[src/rtl/bnn_sign_pool.sv]
// Sign activation of per-kernel convolution sums, pooled over POOL frames, one binary vector per window.
// Define BNN_SIGN_POOL_MAJ_EN for majority pooling; the default build uses max (OR) pooling.
`timescale 1ns/1ps

module bnn_sign_pool #(
    parameter int NUM_K  = 3,
    parameter int SUM_W  = 4,
    parameter int POOL   = 2,
    parameter int FRAMES = 6,
    parameter int THRESH = 0
) (
    input  logic                   clk,
    input  logic                   rst,
    input  logic                   clear,
    input  logic                   in_valid,
    output logic                   in_ready,
    input  logic [NUM_K*SUM_W-1:0] in_data,
    output logic                   out_valid,
    input  logic                   out_ready,
    output logic [NUM_K-1:0]       out_data,
    output logic                   out_last
);

    localparam int SAFE_POOL = (POOL < 1) ? 1 : POOL;
    localparam int WINDOWS   = (FRAMES / SAFE_POOL < 1) ? 1 : FRAMES / SAFE_POOL;
    localparam int PCW       = (SAFE_POOL > 1) ? $clog2(SAFE_POOL) : 1;
    localparam int WCW       = (WINDOWS > 1) ? $clog2(WINDOWS) : 1;
    localparam logic signed [SUM_W-1:0] THR = SUM_W'(THRESH);

    generate
        if (POOL < 1) begin : g_bad_pool
            $error("bnn_sign_pool: POOL must be at least 1");
        end
        if ((FRAMES % SAFE_POOL) != 0 || FRAMES < SAFE_POOL) begin : g_bad_frames
            $error("bnn_sign_pool: FRAMES must be a non-zero multiple of POOL");
        end
    endgenerate

    logic [PCW-1:0]   pool_cnt_reg;
    logic [WCW-1:0]   win_cnt_reg;
    logic             out_valid_reg;
    logic             out_last_reg;
    logic [NUM_K-1:0] out_data_reg;
    logic [NUM_K-1:0] bits;
    logic [NUM_K-1:0] pooled;
    logic             accept;
    logic             complete;
    logic             win_last;

    assign in_ready  = !out_valid_reg || out_ready;
    assign accept    = in_valid && in_ready;
    // A beat that arrives together with clear is swallowed and never completes a window.
    assign complete  = accept && !clear && (pool_cnt_reg == PCW'(SAFE_POOL - 1));
    assign win_last  = (win_cnt_reg == WCW'(WINDOWS - 1));

    assign out_valid = out_valid_reg;
    assign out_data  = out_data_reg;
    assign out_last  = out_last_reg;

    genvar gi;
    generate
        for (gi = 0; gi < NUM_K; gi++) begin : g_act
            logic signed [SUM_W-1:0] sum;
            assign sum      = in_data[gi*SUM_W +: SUM_W];
            assign bits[gi] = (sum >= THR);
        end
    endgenerate

`ifdef BNN_SIGN_POOL_MAJ_EN
    localparam int CW = $clog2(SAFE_POOL + 1);

    logic [NUM_K-1:0][CW-1:0] cnt_reg;
    logic [NUM_K-1:0][CW:0]   cnt_sum;

    // Count including the current beat; the window result is a strict majority, ties fall to 0.
    generate
        for (gi = 0; gi < NUM_K; gi++) begin : g_maj
            assign cnt_sum[gi] = {1'b0, cnt_reg[gi]} + (CW+1)'(bits[gi]);
            assign pooled[gi]  = {cnt_sum[gi], 1'b0} > (CW+2)'(SAFE_POOL);
        end
    endgenerate

    always_ff @(posedge clk) begin
        if (rst || clear || complete) begin
            cnt_reg <= '0;
        end else if (accept) begin
            for (int k = 0; k < NUM_K; k++) begin
                cnt_reg[k] <= cnt_sum[k][CW-1:0];
            end
        end
    end
`else
    logic [NUM_K-1:0] acc_reg;

    assign pooled = acc_reg | bits;

    always_ff @(posedge clk) begin
        if (rst || clear || complete) begin
            acc_reg <= '0;
        end else if (accept) begin
            acc_reg <= pooled;
        end
    end
`endif

    always_ff @(posedge clk) begin
        if (rst) begin
            pool_cnt_reg  <= '0;
            win_cnt_reg   <= '0;
            out_valid_reg <= 1'b0;
            out_last_reg  <= 1'b0;
            out_data_reg  <= '0;
        end else begin
            if (clear) begin
                pool_cnt_reg <= '0;
                win_cnt_reg  <= '0;
            end else if (complete) begin
                pool_cnt_reg <= '0;
                win_cnt_reg  <= win_last ? '0 : win_cnt_reg + WCW'(1);
            end else if (accept) begin
                pool_cnt_reg <= pool_cnt_reg + PCW'(1);
            end

            // A pending vector survives clear; a new one may replace it in the cycle it is taken.
            if (complete) begin
                out_data_reg  <= pooled;
                out_last_reg  <= win_last;
                out_valid_reg <= 1'b1;
            end else if (out_ready) begin
                out_valid_reg <= 1'b0;
            end
        end
    end

    hold_stable: assert property (@(posedge clk)
        (!rst && out_valid_reg && !out_ready) |=>
            (out_valid_reg && $stable(out_data_reg) && $stable(out_last_reg)));

    pool_cnt_range: assert property (@(posedge clk) disable iff (rst)
        pool_cnt_reg <= PCW'(SAFE_POOL - 1));

endmodule

[config.mk]
export PLATFORM = sky130hd
export DESIGN_NAME = bnn_sign_pool
export DESIGN_NICKNAME = d
export VERILOG_FILES = /design/src/rtl/bnn_sign_pool.sv
export SDC_FILE = /design/constraint.sdc
export NUM_CORES = 1
export LEC_CHECK = 0
export CORE_AREA = 2 2 39 41
export CTS_CLUSTER_DIAMETER = 120
export DETAILED_ROUTE_END_ITERATION = 7
export DIE_AREA = 0 0 41 43
export PLACE_DENSITY_LB_ADDON = 0.25
export SETUP_SLACK_MARGIN = 0.05
export SYNTH_ARGS = -nofsm -noshare
export SYNTH_HDL_FRONTEND = slang
export SYNTH_SLANG_ARGS = --single-unit
[constraint.sdc]
create_clock -name clk -period 2.3 [get_ports clk]
set_clock_uncertainty 0.1 [all_clocks]
set_input_delay 0.23 -clock clk [delete_from_list [all_inputs] [get_ports clk]]
set_output_delay 0.23 -clock clk [all_outputs]
set_load 0.1 [all_outputs]
[After elaboration in Yosys (flattened, before gate mapping)]
Cells that the tools add are included.
Operators by class
  add/sub/neg operators: 2
  magnitude comparators: 3
  equality and inequality tests: 1
  mux-type cells: 3
  bitwise gates (word level): 1
  reduce and logical (&&, ||, !) cells: 11
Operators by type and width (number)
  $ge A4 B1 Y1 const B: 3
  $logic_and A1 B1 Y1: 3
  $logic_or A1 B1 Y1: 3
  $or A3 B3 Y3: 1
  $reduce_or A3 Y1: 1
  $add A2 B1 Y2 const B: 1
  $eq A2 B2 Y1 const B: 1
  $logic_not A1 Y1: 2
  $mux W1: 2
  $mux W2: 1
  $reduce_bool A2 Y1: 1
  $reduce_or A2 Y1: 1
  $add A1 B1 Y1 const B: 1
Word-level totals
  bits in registers: 11
  output and inout bits: 6

[Logic depth before layout (Yosys ltp)]
  word-level depth: 6
  gate-level depth with buffers: 5

[Least setup slack after synthesis]
Ideal clock, no wire load.
  path type: register to register
  from: register out_valid_reg, in the netlist out_valid
  to: register acc_reg[0]
  data arrival time: 1847 ps
  slack: 295 ps
  cell stages (with the launch flop): 6
  period minus slack after synthesis: 2005 ps
  cell sequence: dfxtp_1 > nor2b_4 > buf_6 > inv_4 > a31oi_4 > o21a_1
Between the ends
  longest elaborated chain between the ends: 6
Ends and longest elaborated chain
  start, declared: line 41  | logic out_valid_reg;
  start signal, assigned: line 110  | out_valid_reg <= 1'b0;
  start signal, assigned: line 128  | out_valid_reg <= 1'b1;
  start signal, assigned: line 130  | out_valid_reg <= 1'b0;
  $logic_not A1 Y1 (*): line 50  | assign in_ready = !out_valid_reg || out_ready;
  $logic_or A1 B1 Y1 (*): line 50
  net in_ready: line 16  | output logic in_ready,
  $logic_and A1 B1 Y1 (*): line 51  | assign accept = in_valid && in_ready;
  $logic_and A1 B1 Y1 (2 in a row): line 53  | assign complete = accept && !clear && (pool_cnt_reg == PCW'(SAFE_POOL - 1));
  $logic_or A1 B1 Y1: line 98  | if (rst || clear || complete) begin
  end signal, assigned: line 101  | acc_reg <= pooled;
  end, declared: line 93  | logic [NUM_K-1:0] acc_reg;
Mark *: on every way through the listed nets, which the timed path passes. The rest lies on a longest branch.
A chain may end at the register's enable or synchronous reset.

[Final worst setup path]
  from: input port out_ready
  to: output port in_ready
Between the ends
  longest elaborated chain between the ends: 1
Ends and longest elaborated chain
  start, declared: line 19  | input logic out_ready,
  $logic_or A1 B1 Y1: line 50
  end, declared: line 16
Every way passes these cells.

==> key figures <==
Status
  – Status: complete, no violations

Clocking
  – TritonCTS clock tree: yes
  – Longest Clk Path Bufs: 2
  – Post-cts hold buffer count: 0
  – Htree depth: 1
  – CTS buffer count: 3
  – Reg clk slew, reported paths: ~0.07 ns
  – PostCTS Resize Cnt: 0
  – CTS root buffer: clkbuf_4
  – Setup Fix Bufs, Post-CTS: 0
  – TritonCTS Sinks: 11
  – Clock latency on the worst-skew pair: between 0.2 and 0.3 ns

Floorplan
  – Chip height: roughly 43 um
  – IO Count: 23
  – Initial cell density of the core: between 30% and 40%
  – Row cnt: 14
  – Total die area: between 0.0015 and 0.002 mm^2
  – Die width: just over 40 um
  – Core Area: roughly 0.0014 mm^2

Global route
  – First-pass GRT wire length: 1700 um
  – Total grt overflow: 0
  – Initial antenna violation count: 0
  – Number of global-route vias before repair: between 300 and 400
  – GRT Util Overall: 14.7%
  – Largest net degree at the start of global routing: 11

Logic synthesis
  – Synth area leader: dfxtp_1
  – Syn nets: 69
  – Sequential share of the synthesized area: a little over two fifths
  – Mapped Cells: 52
  – Ys Warns: 0
  – Mapped Avg Cell Area: between 10 and 15 um^2
  – Post-synthesis cell type count: 24
  – Top post-synthesis cells by area: dfxtp_1 42%, a311oi_1 5.0%, buf_6 4.3%
  – Mapped Area: roughly 520 um^2
  – Seq cells post-synth: 11
  – Synth top area share: a little over two fifths

Route
  – WL final: about 1000 um
  – DRT iter0 DRCs: 5
  – Vias: about 440
  – Via-per-instance ratio: roughly 5.3
  – First-pass DRT Iterations: 4
  – Routed Antenna Nets: 0
  – DRC violations left: 0
  – Post-DR wirelength/cell: between 10 and 15 um

Setup path
  – Critical Path Sink Type: output port
  – Setup CP Type: in -> out
  – R2r endpoint: acc_reg[1]$_SDFFE_PP0P_
  – Type of origin of the critical path: input pin
  – CP required: between 1.5 and 2 ns
  – Internal reg-to-reg setup slack: 1.00 ns
  – Worst-path maximum fanout: 10
  – Crit path DAT: between 1 and 1.5 ns
  – Reg-to-Reg Start: out_valid$_SDFFE_PP0P_
  – Worst Reg-to-Reg Cells: 4

STA
  – Tmin final: around 1.6 ns
  – Final Hold Fails: 0
  – Max-slew violations: 0
  – Setup TNS: 0 ns
  – F_max: 616 MHz
  – Setup ws final: approximately 0.68 ns
  – # setup viols final: 0
  – Final Cycle Share: between 70% and 80%
  – Rel. slew slack: 70.6%
  – RSZ-0062 raised after global routing: no
  – Worst Tran Pin Value: 0.439 ns

Place
  – Post-DP HPWL: about 740 um
  – DP Worst Slack: roughly 0.54 ns
  – Buffers on Ports: 13
  – Final Wtd Congestion: around 0.74

Worst hold path
  – Hold path start: acc_reg[2]$_SDFFE_PP0P_
  – Hold worst-path end: acc_reg[2]$_SDFFE_PP0P_
  – Hold Crit Depth: 1
  – Worst hold path class: reg -> reg

Pwr
  – Part of the power in registers: approximately 52%
  – Switching Share: around a quarter
  – Sw Pwr: 96.0 uW
  – Leak Pwr: between 0.2 and 0.25 nW
  – PD cells: around 560 mW/mm^2
  – Clock Power Share: between 30% and 40%
  – Peak supply drop: approximately 0.27 mV
  – Internal power: between 200 and 300 uW
  – Total power: ~380 uW
  – Comb power frac: between 10% and 20%

Layout
  – Final core area utilization: between 40% and 50%
  – Fin nets: between 80 and 90
  – # fillers: approximately 150
  – Layout cells sized above 1: around a quarter
  – Ant. Diodes: 0
  – Synth-to-layout area growth: 28.9%

Flow run
  – Max Cap Violations: 0
## layout make-up
class,instances,area (um^2),share of cell area [%]
repair buffers,13,128,18.9
multi-input cells,34,254,37.7
flip-flops and latches,11,220,32.7
well taps,16,20.0,2.97
clock buffers,4,26.3,3.90
inverters,5,26.3,3.90
## cell usage in the layout, fill, tap and decap left out, drive strengths merged, types with 2 or more instances in the layout
| master | n |
|---|---|
| buf | 6 |
| nand2b | 2 |
| a31oi | 4 |
| a21oi | 4 |
| o21a | 3 |
| o31ai | 2 |
| clkbuf | 4 |
| nor2 | 2 |
| nand4 | 2 |
| inv | 5 |
| nor2b | 2 |
| nor3 | 4 |
| a311oi | 3 |
| clkdlybuf4s50 | 7 |
| dfxtp | 11 |
## worst max-delay path, cell delays in order
cell and delay, ns:
clkdlybuf4s50_1 0.44, nor2b_4 0.31, inv_4 0.12, buf_12 0.19
## power by group through the flow
stage | registers (mW) | logic, mW | clock network (mW)
final | 0.198 | 0.0527 | 0.130
after global placement | 0.202 | 0.0527 | 0
after global routing | 0.198 | 0.0558 | 0.148
after detailed placement | 0.202 | 0.0527 | 0
after floorplan | 0.212 | 0.0235 | 0
after CTS | 0.198 | 0.0529 | 0.137
## worst max path at each step
stage                           start                   endpoint  slack [ns]  depth (start not counted)
6_report                    out_ready                   in_ready        0.68                          4
5_1_grt                     out_ready                   in_ready        0.65                          4
4_1_cts                     out_ready                   in_ready        0.68                          4
3_5_place_dp                 in_valid      out_last$_SDFFE_PP0P_        0.54                          4
3_3_place_gp                 in_valid  pool_cnt_reg$_SDFFE_PP0P_        0.58                          4
2_1_floorplan  out_valid$_SDFFE_PP0P_    acc_reg[0]$_SDFFE_PP0P_        0.29                          5
## logic make-up after synthesis
family,share of synthesized area [%]
AOI/OAI and AO/OA,24.6
buffers and inverters,9.33
DFF,42.1
muxes,1.91
and+or+nand+nor,22.0
## Yosys cell counts
library cell / count
dfxtp_1: 11
nor3_1: 3
inv_4: 1
or3b_2: 1
or3_1: 1
o31ai_1: 2
inv_6: 1
nor2b_4: 1
nand2b_1: 2
nor3_4: 1
a31oi_1: 3
inv_1: 3
nor2_1: 2
o21ai_0: 1
mux2i_1: 1
nor2b_1: 1
nand4_1: 2
a311oi_1: 3
buf_6: 2
a21oi_1: 4
or2_1: 1
a31oi_4: 1
and2b_4: 1
o21a_1: 3
## routing by layer
layer	share of wire, %	GRT usage [%]	vias to the layer above
met1	49	19.7	196
met3	5.1	4.71	4
met5	0	0	-
li1	-	-	222
met2	43	19.4	14
met4	2.6	10.0	0
## per-stage QoR
stage | area, um^2 | cells | hold WS (ns)
6_report | 674 | 83 | 0.365
5_1_grt | 674 | 83 | 0.390
2_1_floorplan | 523 | 52 | 0.202
3_3_place_gp | 648 | 79 | 0.347
4_1_cts | 674 | 83 | 0.370
3_5_place_dp | 648 | 79 | 0.353
Power figures use the tool's default switching activity.
